File: config.mk
export PLATFORM = sky130hd
export DESIGN_NAME = ram_bist_sequencer
export DESIGN_NICKNAME = d
export VERILOG_FILES = /design/src/rtl/ram_bist_sequencer.sv
export SDC_FILE = /design/constraint.sdc
export NUM_CORES = 1
export LEC_CHECK = 0
export ABC_AREA = 1
export CAP_MARGIN = 5
export CELL_PAD_IN_SITES_DETAIL_PLACEMENT = 1
export CELL_PAD_IN_SITES_GLOBAL_PLACEMENT = 1
export CORE_ASPECT_RATIO = 0.9
export CORE_MARGIN = 2
export CORE_UTILIZATION = 36
export DETAILED_ROUTE_END_ITERATION = 10
export MAX_ROUTING_LAYER = met4
export PLACE_DENSITY_LB_ADDON = 0.1
export SLEW_MARGIN = 20
export SYNTH_ARGS = -nofsm -noshare
export SYNTH_HDL_FRONTEND = slang
export SYNTH_SLANG_ARGS = --single-unit
File: constraint.sdc
create_clock -name clk -period 2 [get_ports clk]
set_input_delay 0.3 -clock clk [delete_from_list [all_inputs] [get_ports clk]]
set_output_delay 0.3 -clock clk [all_outputs]
set_load 0.05 [all_outputs]
File: src/rtl/ram_bist_sequencer.sv
// ram_bist_sequencer
// Memory self-test initiator for a single-port RAM with registered read data.
// A start pulse (taken only in IDLE or DONE) writes pattern(addr) =
// (addr + SEED) mod 2**DATA_WIDTH to every address. It then reads each word
// back and compares it. The test stops at the first mismatch, or after the
// last address matches.
//
// Optional feature (define INVERT_PASS_EN): after a clean first pass, a
// second write/read pass runs with the inverted pattern. The extra output
// pass_phase shows which pass the result belongs to (0 = first, 1 = second).
//
// Ports:
//   clk          system clock, rising edge
//   rst          asynchronous active-high reset
//   start        one-cycle test request (ignored while busy)
//   ram_rd_data  RAM read data, valid the cycle after the address is shown
//   ram_wr_n     RAM write enable, active low
//   ram_addr     RAM address
//   ram_wr_data  RAM write data
//   busy         test in progress
//   done         sticky end-of-test flag, cleared by the next accepted start
//   pass         1 = no mismatch (valid while done)
//   fail_addr    first mismatching address (0 on pass)
//   fail_data    data read at fail_addr (0 on pass)
//   pass_phase   (INVERT_PASS_EN only) pass that produced the result
//   state_dbg    current FSM state, for debug visibility
//
// Handshake: start is a single-cycle strobe with no acknowledge. A strobe
// that arrives in WRITE, RD_ISSUE or RD_CHECK is dropped.
// Every output is a register. The next value of each output is computed
// from the next state, so ram_addr and ram_wr_n are already valid in the
// first cycle of each state.
module ram_bist_sequencer #(
  parameter int DATA_WIDTH    = 5,
  parameter int ADDRESS_WIDTH = 5,
  parameter int SEED          = 0
) (
  input  logic                     clk,
  input  logic                     rst,
  input  logic                     start,
  input  logic [DATA_WIDTH-1:0]    ram_rd_data,
  output logic                     ram_wr_n,
  output logic [ADDRESS_WIDTH-1:0] ram_addr,
  output logic [DATA_WIDTH-1:0]    ram_wr_data,
  output logic                     busy,
  output logic                     done,
  output logic                     pass,
  output logic [ADDRESS_WIDTH-1:0] fail_addr,
  output logic [DATA_WIDTH-1:0]    fail_data,
`ifdef INVERT_PASS_EN
  output logic                     pass_phase,
`endif
  output logic [2:0]               state_dbg
);

  typedef enum logic [2:0] {
    S_IDLE     = 3'd0,
    S_WRITE    = 3'd1,
    S_RD_ISSUE = 3'd2,
    S_RD_CHECK = 3'd3,
    S_DONE     = 3'd4
  } state_t;

  localparam logic [ADDRESS_WIDTH-1:0] ADDR_ONE = ADDRESS_WIDTH'(1);

  // Address truncated or zero-extended to the data width, plus the seed,
  // optionally inverted for the second pass.
  function automatic logic [DATA_WIDTH-1:0] pattern(
    input logic [ADDRESS_WIDTH-1:0] a,
    input logic                     inv
  );
    logic [DATA_WIDTH-1:0] p;
    p = DATA_WIDTH'(a) + DATA_WIDTH'(SEED);
    if (inv) p = ~p;
    return p;
  endfunction

  state_t                   state_q, state_d;
  logic [ADDRESS_WIDTH-1:0] cnt_q, cnt_d;
  logic                     phase_q, phase_d;
  logic                     wr_n_d;
  logic [ADDRESS_WIDTH-1:0] addr_d;
  logic [DATA_WIDTH-1:0]    wdata_d;
  logic                     busy_d, done_d, pass_d;
  logic [ADDRESS_WIDTH-1:0] faddr_d;
  logic [DATA_WIDTH-1:0]    fdata_d;

  logic [ADDRESS_WIDTH-1:0] nxt_addr;
  logic [DATA_WIDTH-1:0]    exp_word;
  logic                     last;

  assign nxt_addr = cnt_q + ADDR_ONE;
  assign exp_word = pattern(cnt_q, phase_q);
  // Terminal test on the all-ones address, so the counter never wraps to 0
  // and never rewrites address 0.
  assign last     = &cnt_q;

  assign state_dbg = state_q;
`ifdef INVERT_PASS_EN
  assign pass_phase = phase_q;
`endif

  always_ff @(posedge clk or posedge rst) begin
    if (rst) begin
      state_q     <= S_IDLE;
      cnt_q       <= '0;
      phase_q     <= 1'b0;
      ram_wr_n    <= 1'b1;
      ram_addr    <= '0;
      ram_wr_data <= '0;
      busy        <= 1'b0;
      done        <= 1'b0;
      pass        <= 1'b0;
      fail_addr   <= '0;
      fail_data   <= '0;
    end else begin
      state_q     <= state_d;
      cnt_q       <= cnt_d;
      phase_q     <= phase_d;
      ram_wr_n    <= wr_n_d;
      ram_addr    <= addr_d;
      ram_wr_data <= wdata_d;
      busy        <= busy_d;
      done        <= done_d;
      pass        <= pass_d;
      fail_addr   <= faddr_d;
      fail_data   <= fdata_d;
    end
  end

  always_comb begin
    state_d = state_q;
    cnt_d   = cnt_q;
    phase_d = phase_q;
    wr_n_d  = 1'b1;
    addr_d  = ram_addr;
    wdata_d = ram_wr_data;
    busy_d  = busy;
    done_d  = done;
    pass_d  = pass;
    faddr_d = fail_addr;
    fdata_d = fail_data;

    case (state_q)
      S_IDLE, S_DONE: begin
        if (start) begin
          state_d = S_WRITE;
          cnt_d   = '0;
          phase_d = 1'b0;
          wr_n_d  = 1'b0;
          addr_d  = '0;
          wdata_d = pattern('0, 1'b0);
          busy_d  = 1'b1;
          done_d  = 1'b0;
          pass_d  = 1'b0;
          faddr_d = '0;
          fdata_d = '0;
        end
      end

      // The outputs show the write for cnt_q during this cycle.
      S_WRITE: begin
        if (last) begin
          state_d = S_RD_ISSUE;
          cnt_d   = '0;
          addr_d  = '0;
        end else begin
          cnt_d   = nxt_addr;
          wr_n_d  = 1'b0;
          addr_d  = nxt_addr;
          wdata_d = pattern(nxt_addr, phase_q);
        end
      end

      // The address is on the bus now. The RAM returns the word next cycle.
      S_RD_ISSUE: begin
        state_d = S_RD_CHECK;
      end

      S_RD_CHECK: begin
        if (ram_rd_data != exp_word) begin
          state_d = S_DONE;
          faddr_d = cnt_q;
          fdata_d = ram_rd_data;
          pass_d  = 1'b0;
          busy_d  = 1'b0;
          done_d  = 1'b1;
        end else if (last) begin
`ifdef INVERT_PASS_EN
          if (!phase_q) begin
            state_d = S_WRITE;
            phase_d = 1'b1;
            cnt_d   = '0;
            wr_n_d  = 1'b0;
            addr_d  = '0;
            wdata_d = pattern('0, 1'b1);
          end else
`endif
          begin
            state_d = S_DONE;
            pass_d  = 1'b1;
            busy_d  = 1'b0;
            done_d  = 1'b1;
          end
        end else begin
          state_d = S_RD_ISSUE;
          cnt_d   = nxt_addr;
          addr_d  = nxt_addr;
        end
      end

      default: state_d = S_IDLE;
    endcase
  end

endmodule

# == Word level (Yosys, flattened, before mapping) ==
# Cells that the tools add are included.
# totals
regBits,27
inputBits,8
output_inout_bits,27
# op_classes
addsub,1
eq_ne,12
muxes,28
n_reduce_logical,11
# ops
operator,count
$mux W5,6
$pmux W5 S2,3
$pmux W5 S3,1
$mux W3,4
$ne A2 B2 Y1 const B,6
$pmux W3 S4,1
$mux W1,9
$reduce_and A3 Y1,3
$pmux W1 S2,4
$eq A3 B2 Y1 const B,2
$add A5 B1 Y5 const B,1
$ne A5 B5 Y1,1
$reduce_and A5 Y1,1
$reduce_and A4 Y1,1
$reduce_bool A2 Y1,2
$eq A3 B1 Y1 const B,1
$eq A3 B3 Y1 const B,1
$logic_not A3 Y1,1
$ne A3 B3 Y1 const B,1
$reduce_bool A3 Y1,1
$reduce_and A2 Y1,1
$reduce_or A2 Y1,1

# == Logic depth before layout (Yosys ltp) ==
# logic_depth
ltp_word,4
depth_mapped,10
ltp_nobuf,10

# == Least setup slack after synthesis ==
# OpenSTA, ideal clock, no wires.
# synth_path
kind,register to register
startpoint,reg cnt_q[0]
endpoint,reg cnt_q[3]
setup_time_ns,0.117
t_arrival_ns,1.936
setup_slack_ns,-0.053
stages_incl_launch_ff,10
period_less_slack_ns,2.053
path_cell_list,dfrtp_1 -> ha_1 -> nand2_1 -> nor2_1 -> ha_1 -> inv_1 -> o21ai_0 -> nor2_1 -> nand4_1 -> nand2_1
# synth_via
elab_chain_cells,4
# synth_rtl
element,line_no,source
start: declaration,79,"logic [ADDRESS_WIDTH-1:0] cnt_q, cnt_d;"
start signal: assignment,118,cnt_q <= cnt_d;
$add A5 B1 Y5,92,assign nxt_addr = cnt_q + ADDR_ONE;
$mux W5,188,end else if (last) begin
$mux W5,181,if (ram_rd_data != exp_word) begin
$pmux W5 S3,144,case (state_q)
# Several ways; a longest one is shown, not always the timed one. The select of a mux whose other input is x is not followed.
# A chain may end at the register's enable or synchronous reset.

==> out/metrics.yaml <==
routed_via_density: 4.93
placed_area_um2: 1840
power_density_nw_per_um2: 1590
worst_slew_pin_slew_ns: 0.517
drive_above_1_share_pct: 18.6
initial_core_util_pct: 38.4
fmax_mhz: 521
post_drt_wl_per_cell_um: 13.8
post-route-period-util_pct: 96.0
die_width_um: 71.0
swShare_pct: 51.8
clk_pin_slew_worst_paths_ns: 0.09
synth_compound_area_share_pct: 4.22
comb_power_share_pct: 61.8
area_growth_pct: 30.1
worst-endpoint-required_ns: 1.70
ys_seq_elements: 27
vias: 1288
p_int_mw: 1.45
synth_top_family_by_area: "simple AND/OR/NAND/NOR gates"
r2r_slack_ns: 0.26
finalSetupTns_ns: 0
fp-row-count: 21
fin_ws_ns: 0.0799
skew_ns: 0.00475
crit_slowest_cell: "clkdlybuf4s50_1"
grt_pass1_wl_mm: 6.24
pre_cts_slack_ns: 0.0964
core_area_um2: 3780
drt_iter0_markers: 43
synthesis.nets: 186
hp-class: "input pin to asynchronous set/reset pin"
critPathArrivalTime_ns: 1.62
root_buffer: "clkbuf_8"
fillers: 470
r2r-end: "cnt_q[1]"
syn_inst: 176
status: "complete, no violations"
dp_hpwl_mm: 2.82
n_antenna_cell: 0
grt_antenna_before_repair: 0
yosys_warnings: 0
finalPower_mw: 3.01
hold_viol: 0
p_leak_nw: 0.925
crit_type: "flop to output pin"
finalCriticalPeriod_ns: 1.92
cts_tree: "yes"
gp_congestion: 0.780
h-tree-depth: 1
seq_power_share_pct: 27.9
layout.nets: 226
postCtsHoldBufs: 0
dpl.cell_count: 257
fp.dieH_um: 64.3
yosys.area_share.simple_pct: 37.6
grt_usage_pct: 17.9
die_area_um2: 4560
clockPowerShare_pct: 10.3
port-buffer-count: 34
ys_types: 26
clock_path_buffers: 2
reg2reg_depth: 9
cts.sinks: 27
ir_drop_mv: 0.812
synth.avg_cell_area_um2: 8.25
start_kind: "flop"
critPathMaxStageDelay_ns: 0.81
cts_buffers: 3
postLayoutCellArea_um2: 1890
r2r-start: "cnt_q[1]"
cap_violations: 0
drc: 0
ant_nets: 0
drtPass1Iterations: 4
grt_max_degree: 28
synth.area.mux_share_pct: 0
max_slew_margin_pct: 65.4
clk_latency_ns: 0.27
synthAdderAreaFrac_pct: 1.72
finalWirelength_mm: 3.61
setup_viol: 0
finalNonFillerCells: 261
switchingPower_mw: 1.56
slew_violations: 0
worstPathCellList: "buf_4 > clkdlybuf4s50_1"
syn_area_um2: 1450
io_pins: 35
rsz0062_at_grt: "no"
yosysSeqAreaShare_pct: 46.6
worstSetupEndpointType: "output pin"
path_max_fanout: 8
overflow: 0
synth_xor_area_share_pct: 1.81
grt_pass1_vias: 1357
metrics by stage:
stage	hold slack, ns	utilization, %
after global placement	0.454	48.7
after floorplan	0.352	-
after detailed placement	0.457	48.7
final	0.385	49.9
after CTS	0.401	49.9
after global routing	0.426	49.9
what timing repair did:
action / 4_1_cts / 5_1_grt
gates resized for setup: 0 / 1
endpoints found under the setup margin: 0 / 4
buffers inserted: 0 / 0
hold endpoints to repair: 0 / 0
synthesized netlist by cell type (all sizes together):
master	number	share of area (%)
nor2	15	6.9
xor2	1	0.60
nand3	17	7.9
a31oi	1	0.43
nand3b	1	0.52
nand4	5	2.2
a21oi	1	0.34
dfrtp	26	45
clkinv	1	0.26
o21ai	10	3.4
dfstp	1	1.8
buf	4	2.7
xnor2	2	1.2
nand2	69	20
ha	2	1.7
inv	20	5.2
layer usage:
layer / share of wire [%] / up-vias / track usage, %
met5: 0 / - / -
met1: 46 / 632 / 21.8
li1: - / 630 / -
met3: 3.7 / 2 / 3.94
met4: 0.50 / 0 / 2.59
met2: 50 / 24 / 31.2
critical path: cells and delay by family, from the launching register on:
| family | cells | cell delay, ns |
|---|---|---|
| buf+inv | 2 | 0.98 |
| flops | 1 | 0.37 |
power groups by stage:
stage          sequential, mW  clock, mW  combinational (mW)
2_1_floorplan            1.47          0               0.673
3_3_place_gp            0.841          0                1.83
3_5_place_dp            0.852          0                1.88
4_1_cts                 0.843      0.328                1.89
5_1_grt                 0.870      0.353                2.01
6_report                0.841      0.311                1.86
state kept, by name, indices dropped and copies added, names as in the netlist:
| signal | cells |
|---|---|
| done | 1 |
| pass | 1 |
| ram_wr_n | 1 |
| cnt_q | 5 |
| ram_wr_data | 5 |
| fail_data | 5 |
| busy | 1 |
| state_dbg | 3 |
| fail_addr | 5 |
layout make-up:
class | count | area, um2 | share of cell area, %
Inverter | 21 | 78.8 | 4.17
Sequential cell | 27 | 679 | 36.0
Timing Repair Buffer | 39 | 370 | 19.6
Multi-Input combinational cell | 124 | 658 | 34.8
Clock buffer | 4 | 45.0 | 2.38
Tap cell | 46 | 57.6 | 3.05
cell families (layout without fill, tap and decap cells):
group,Yosys count,after routing
XOR/XNOR,3,3
AO/OA/AOI/OAI,12,12
AND/OR/NAND/NOR,107,107
adder cells (fa/ha/maj),2,2
flip-flops,27,27
buffers and inverters,25,64
cell usage in the layout, fill, tap and decap left out, types with 2 or more instances in the layout:
| cell type | n |
|---|---|
| nand2_1 | 60 |
| clkdlybuf4s50_1 | 31 |
| dfrtp_1 | 24 |
| nand3_1 | 14 |
| inv_1 | 12 |
| nor2_1 | 9 |
| inv_2 | 8 |
| buf_4 | 8 |
| nand2_2 | 7 |
| o21ai_1 | 5 |
| o21ai_0 | 5 |
| nand4_1 | 5 |
| nor2_4 | 3 |
| clkbuf_8 | 3 |
| nor2_2 | 2 |
| xnor2_1 | 2 |
| nand2_4 | 2 |
| nand3_4 | 2 |
| ha_1 | 2 |
| dfrtp_2 | 2 |
worst max path at each step:
stage                         from  depth (start not counted)  slack, ns     endpoint
floorplan                 cnt_q[2]                          9       0.15     cnt_q[3]
global placement          cnt_q[1]                          9       0.15     cnt_q[2]
detailed placement  ram_rd_data[3]                         10        0.1     cnt_q[2]
CTS                       cnt_q[0]                          2       0.06  ram_addr[0]
global route              cnt_q[0]                          2       0.02  ram_addr[0]
finish                    cnt_q[0]                          2       0.08  ram_addr[0]
No activity file was read; power rests on OpenSTA's default activity.
